`config.mk`:
```
export PLATFORM = sky130hd
export DESIGN_NAME = pc_fetch_ctrl
export DESIGN_NICKNAME = d
export VERILOG_FILES = /design/src/rtl/pc_fetch_ctrl_pkg.sv /design/src/rtl/pc_fetch_ctrl_npc_calc.sv /design/src/rtl/pc_fetch_ctrl.sv
export SDC_FILE = /design/constraint.sdc
export NUM_CORES = 1
export LEC_CHECK = 0
export ABC_CLOCK_PERIOD_IN_PS = 7500
export CAP_MARGIN = 30
export CORE_UTILIZATION = 30
export DETAILED_ROUTE_END_ITERATION = 16
export PLACE_DENSITY = 0.54
export SETUP_SLACK_MARGIN = 0.4
export SLEW_MARGIN = 20
export SYNTH_ARGS = -nofsm -noshare
export SYNTH_HDL_FRONTEND = slang
export SYNTH_HIERARCHICAL = 1
export SYNTH_SLANG_ARGS = --single-unit
```
`constraint.sdc`:
```
create_clock -name clk -period 7.5 [get_ports clk]
set_input_delay 1.5 -clock clk [delete_from_list [all_inputs] [get_ports clk]]
set_output_delay 1.5 -clock clk [all_outputs]
set_load 0.005 [all_outputs]
```
`src/rtl/pc_fetch_ctrl_pkg.sv`:
```
// Shared definitions for the PC/fetch controller: next-PC select encodings and reset PC.
// The optional jump-register path is enabled with the NPC_JR_EN macro.
package pc_fetch_ctrl_pkg;

  localparam logic [1:0] NPC_PLUS4  = 2'b00;
  localparam logic [1:0] NPC_BRANCH = 2'b01;
  localparam logic [1:0] NPC_JUMP   = 2'b10;
  localparam logic [1:0] NPC_JR     = 2'b11;

  localparam logic [31:0] RESET_PC_DEFAULT = 32'h0000_3000;

endpackage

```
`src/rtl/pc_fetch_ctrl_npc_calc.sv`:
```
// Combinational next-PC arithmetic (PC+4 / branch / jump, plus jump-register when NPC_JR_EN is defined).
// All sums wrap modulo 2^32.
module npc_calc
  import pc_fetch_ctrl_pkg::*;
(
  input  logic [31:0] pc,
  input  logic [1:0]  npc_op,
  input  logic [25:0] imm26,
`ifdef NPC_JR_EN
  input  logic [31:0] rs_data,
  output logic        misaligned,
`endif
  output logic [31:0] pc_plus4,
  output logic [31:0] next_pc
);

  logic [31:0] branch_off;

  assign pc_plus4   = pc + 32'd4;
  assign branch_off = {{14{imm26[15]}}, imm26[15:0], 2'b00};

  always_comb begin
    next_pc = pc_plus4;
`ifdef NPC_JR_EN
    misaligned = 1'b0;
`endif
    case (npc_op)
      NPC_BRANCH: next_pc = pc_plus4 + branch_off;
      NPC_JUMP:   next_pc = {pc_plus4[31:28], imm26, 2'b00};
`ifdef NPC_JR_EN
      NPC_JR: begin
        next_pc    = {rs_data[31:2], 2'b00};
        misaligned = (rs_data[1:0] != 2'b00);
      end
`endif
      default:    next_pc = pc_plus4;
    endcase
  end

endmodule

```
`src/rtl/pc_fetch_ctrl.sv`:
```
// Program counter owner and fetch sequencer: S_RST -> S_FETCH -> S_EXEC -> S_FETCH ...
// Optional jump-register target and sticky misalignment flag with NPC_JR_EN.
module pc_fetch_ctrl
  import pc_fetch_ctrl_pkg::*;
#(
  parameter logic [31:0] RESET_PC = RESET_PC_DEFAULT
)(
  input  logic        clk,
  input  logic        rst,
  input  logic [1:0]  npc_op,
  input  logic        npc_valid,
  input  logic [25:0] imm26,
`ifdef NPC_JR_EN
  input  logic [31:0] rs_data,
  output logic        misalign_err,
`endif
  input  logic        stall,
  input  logic        imem_ready,
  output logic        imem_req,
  output logic [31:0] imem_addr,
  output logic        instr_latch,
  output logic [31:0] pc,
  output logic [31:0] pc_plus4,
  output logic [1:0]  state_dbg
);

  localparam logic [1:0] S_RST   = 2'd0;
  localparam logic [1:0] S_FETCH = 2'd1;
  localparam logic [1:0] S_EXEC  = 2'd2;

  // Handshakes: a fetch completes in any S_FETCH cycle where imem_req && imem_ready;
  // an op is consumed in any S_EXEC cycle where npc_valid && !stall, otherwise it is held.
  logic [1:0]  state_q, state_d;
  logic [31:0] pc_q;
  logic [31:0] next_pc;
  logic        accept;
`ifdef NPC_JR_EN
  logic        misaligned;
  logic        err_q;
`endif

  npc_calc u_npc_calc (
    .pc       (pc_q),
    .npc_op   (npc_op),
    .imm26    (imm26),
`ifdef NPC_JR_EN
    .rs_data  (rs_data),
    .misaligned(misaligned),
`endif
    .pc_plus4 (pc_plus4),
    .next_pc  (next_pc)
  );

  assign accept = (state_q == S_EXEC) && npc_valid && !stall;

  always_ff @(posedge clk or posedge rst) begin
    if (rst) begin
      state_q <= S_RST;
      pc_q    <= {RESET_PC[31:2], 2'b00};
    end else begin
      state_q <= state_d;
      if (accept) pc_q <= next_pc;
    end
  end

`ifdef NPC_JR_EN
  always_ff @(posedge clk or posedge rst) begin
    if (rst)                      err_q <= 1'b0;
    else if (accept && misaligned) err_q <= 1'b1;
  end
  assign misalign_err = err_q;
`endif

  always_comb begin
    state_d = state_q;
    case (state_q)
      S_RST:   state_d = S_FETCH;
      S_FETCH: if (imem_ready) state_d = S_EXEC;
      S_EXEC:  if (accept)     state_d = S_FETCH;
      default: state_d = S_RST;
    endcase
  end

  // imem_req is gated by rst so an in-flight request drops in the same cycle reset rises.
  always_comb begin
    imem_req    = (state_q == S_FETCH) && !rst;
    instr_latch = imem_req && imem_ready;
  end

  assign pc        = pc_q;
  assign imem_addr = pc_q;
  assign state_dbg = state_q;

endmodule
```
==> flow_summary_export.csv <==
group,metric,value,unit
outcome,outcome,"finished clean",
drt,firstDrtPassIters,7,
worst_hold_path,hold_path.class,"reg -> reg",
synth,ys.flop_type,"dfrtp_1",
floorplanning,start_util,30.8,%
synth,netlist_area,0.00447,mm2
global_routing,antenna_found_initial,0,
synth,synth.distinct_cells,63,
run,cap_violations,0,
floorplanning,die_x,124,um
critical_path,startpoint_type,"register",
finish,layout_common_cells,"clkdlybuf4s50_1 (132), nor2_1 (50), nand2_1 (40)",
global_routing,globalRouteTotalUtil,17.8,%
drt,wl,13.7,mm
drt,viasPerCell,5.23,
drt,routedWlPerCell,17.1,um
timing,finalMaxSlewViolations,0,
finish,antenna_cells,0,
floorplanning,die_h,124,um
placed_design,dpl_cell_area,0.00569,mm2
power_and_ir_drop,power_leakage,2.50,nW
global_routing,grt_pass1_vias,4008,
finish,final_common_cell,"clkdlybuf4s50_1",
timing,hold-worst-slack,0.601,ns
timing,skew,0.00681,ns
timing,setup_viol,0,
floorplanning,coreArea,0.0145,mm2
synth,synth_warnings,6,
synth,postSynthCellCount,526,
critical_path,path_class,"reg -> out",
finish,fin_cells,802,
synth,syn_nets,597,
power_and_ir_drop,peakVddDrop,139,uV
critical_path,critPathMaxFanout,7,
synth,synth_seq_cells,34,
cts,cts_root_buf,"clkbuf_16",
timing,hold_viol,0,
drt,drt_iter0_drc,290,
drt,drc_errors,0,
cts,cts_max_level,2,
cts,clk_pin_slew,0.06,ns
cts,clockBufferDepth,2,
floorplanning,io_pins,133,
finish,utilization,40.5,%
timing,max_slew.worst_pin.slew,0.898,ns
timing,setup_ws,2.62,ns
finish,fin_nets,688,
placed_design,dp_worst_setup_slack,2.37,ns
synth,syn_avg_cell_area,8.50,um2
cts,worst_skew_pair.late_latency,0.29,ns
critical_path,critPathRequiredTime,6.00,ns
timing,max_freq,0.205,GHz
global_routing,overflow,0,
critical_path,endpoint_kind,"output port",
timing,rsz0062_at_grt,"no",
timing,period_minus_slack,4.88,ns
floorplanning,rows,44,
global_routing,grt_max_degree,37,
critical_path,cp.arrival,3.38,ns
global_routing,grt_pass1_wl,21.2,mm
finish,fillCellCount,1494,
drt,final_antenna_net_count,0,
placed_design,gp_congestion,0.844,
critical_path,cp_cell_sequence,"ha_1 -> and3_1 -> nand3_1 -> nor3_1 -> nand2_1 -> inv_1 -> nand2_1 -> xnor2_1 -> clkdlybuf4s50_1",
placed_design,port_buffers,132,
critical_path,crit_path_frequent_cell,"nand2_1",
finish,syn_to_final_growth,31.7,%
cts,post_cts_resized,0,
finish,drive_above_1_share,10.7,%
timing,fin_setup_tns,0,ns
timing,relSlewSlack,39.9,%
power_and_ir_drop,power_density,363,mW/mm2
synth,ys_seq_area_share,19.1,%
cts,postCtsSetupBuffers,0,
drt,vias,4198,
cts,cts_sinks,34,
finish,final_area,0.00589,mm2
power_and_ir_drop,power,2.14,mW
synth,async_flop_share,100,%
synth,synth-edff-count,0,
cts,cts_tree,"yes",
critical_path,critPathSlowestCell,"clkdlybuf4s50_1",
critical_path,worst-r2r-setup-slack,2.73,ns
placed_design,dp_hpwl,10.2,mm
critical_path,max_stage_delay,0.60,ns
cts,cts-buffers-inserted,5,
cts,ctsHoldBuffers,0,
placed_design,place_inst,794,
floorplanning,die-area,0.0154,mm2
timing,finalCritPeriodShare,65.1,%
## final timing paths
check,start,endpoint,cells past startpoint
max in group asynchronous,rst,imem_addr[13],3
worst min-delay path,imem_addr[30],imem_addr[30],1
worst max register to register,imem_addr[2],imem_addr[29],17
worst max-delay path,imem_addr[2],pc_plus4[24],9
worst min register to register,imem_addr[30],imem_addr[30],1
min in group asynchronous,rst,imem_addr[0],3
## layer usage
layer / wire [um] / track usage (%)
met5: 0 / 0
met4: 201 / 4.91
met2: 6540 / 29.6
met1: 6370 / 23.9
met3: 572 / 2.43
## registers in the layout, summed over array words and instances, names as in the netlist
| signal | count |
|---|---|
| imem_addr | 32 |
| state_dbg | 2 |
## area by class of cell
type	count	area, um2	area share (%)
clock inverter	2	60.1	1.02
tap	184	230	3.91
sequential	34	853	14.5
clock buffer	6	139	2.36
timing repair buffer	136	1350	22.9
multi-input combinational	425	3200	54.3
inverter	15	56.3	0.956
## critical path, delay by kind of cell, from the launching register on
kind | cells | cell delay (ns)
AND/OR/NAND/NOR | 5 | 1.17
buffers and inverters | 2 | 0.75
XOR/XNOR | 1 | 0.42
flip-flops | 1 | 0.44
adder cells (fa/ha/maj) | 1 | 0.32
## cell families after synthesis
group                      Yosys count  synth area share (%)
AOI/OAI and AO/OA                  131                  20.3
xor gates and xnor gates            49                  9.60
adders and majority gates           38                  10.8
buffers and inverters               67                  9.71
DFF                                 34                  19.1
muxes                               36                  11.5
and+or+nand+nor                    171                  19.1
## cell usage after synthesis (all sizes together) (2+ instances only)
master / n / area, um2
nor2: 50 / 188
nand2: 42 / 163
buf: 40 / 333
ha: 37 / 463
a21oi: 34 / 174
dfrtp: 32 / 801
mux2: 32 / 473
o21ai: 30 / 150
xnor2: 29 / 254
xor2: 20 / 175
nand3: 19 / 105
a221oi: 15 / 131
inv: 15 / 56.3
a21o: 14 / 106
clkbuf: 12 / 45.0
and3: 11 / 68.8
nor2b: 10 / 62.6
nor3: 9 / 55.1
o21a: 7 / 52.6
nor4: 5 / 37.5
or2: 5 / 31.3
a22oi: 4 / 30.0
a31oi: 4 / 25.0
and2: 4 / 25.0
mux2i: 4 / 40.0
nand2b: 4 / 25.0
nand4: 4 / 25.0
o2111ai: 3 / 26.3
o21bai: 3 / 22.5
o311ai: 3 / 26.3
dfstp: 2 / 52.6
o221ai: 2 / 17.5
o31ai: 2 / 15.0
or3: 2 / 12.5
## report_power, final
| part | leakage [nW] | internal (mW) | switching (mW) |
|---|---|---|---|
| sequential | 0.435 | 0.257 | 0.129 |
| clock | 0.0971 | 0.200 | 0.0929 |
| combinational | 1.97 | 0.810 | 0.647 |
| total | 2.50 | 1.27 | 0.869 |
(Power assumes the default switching activity.)
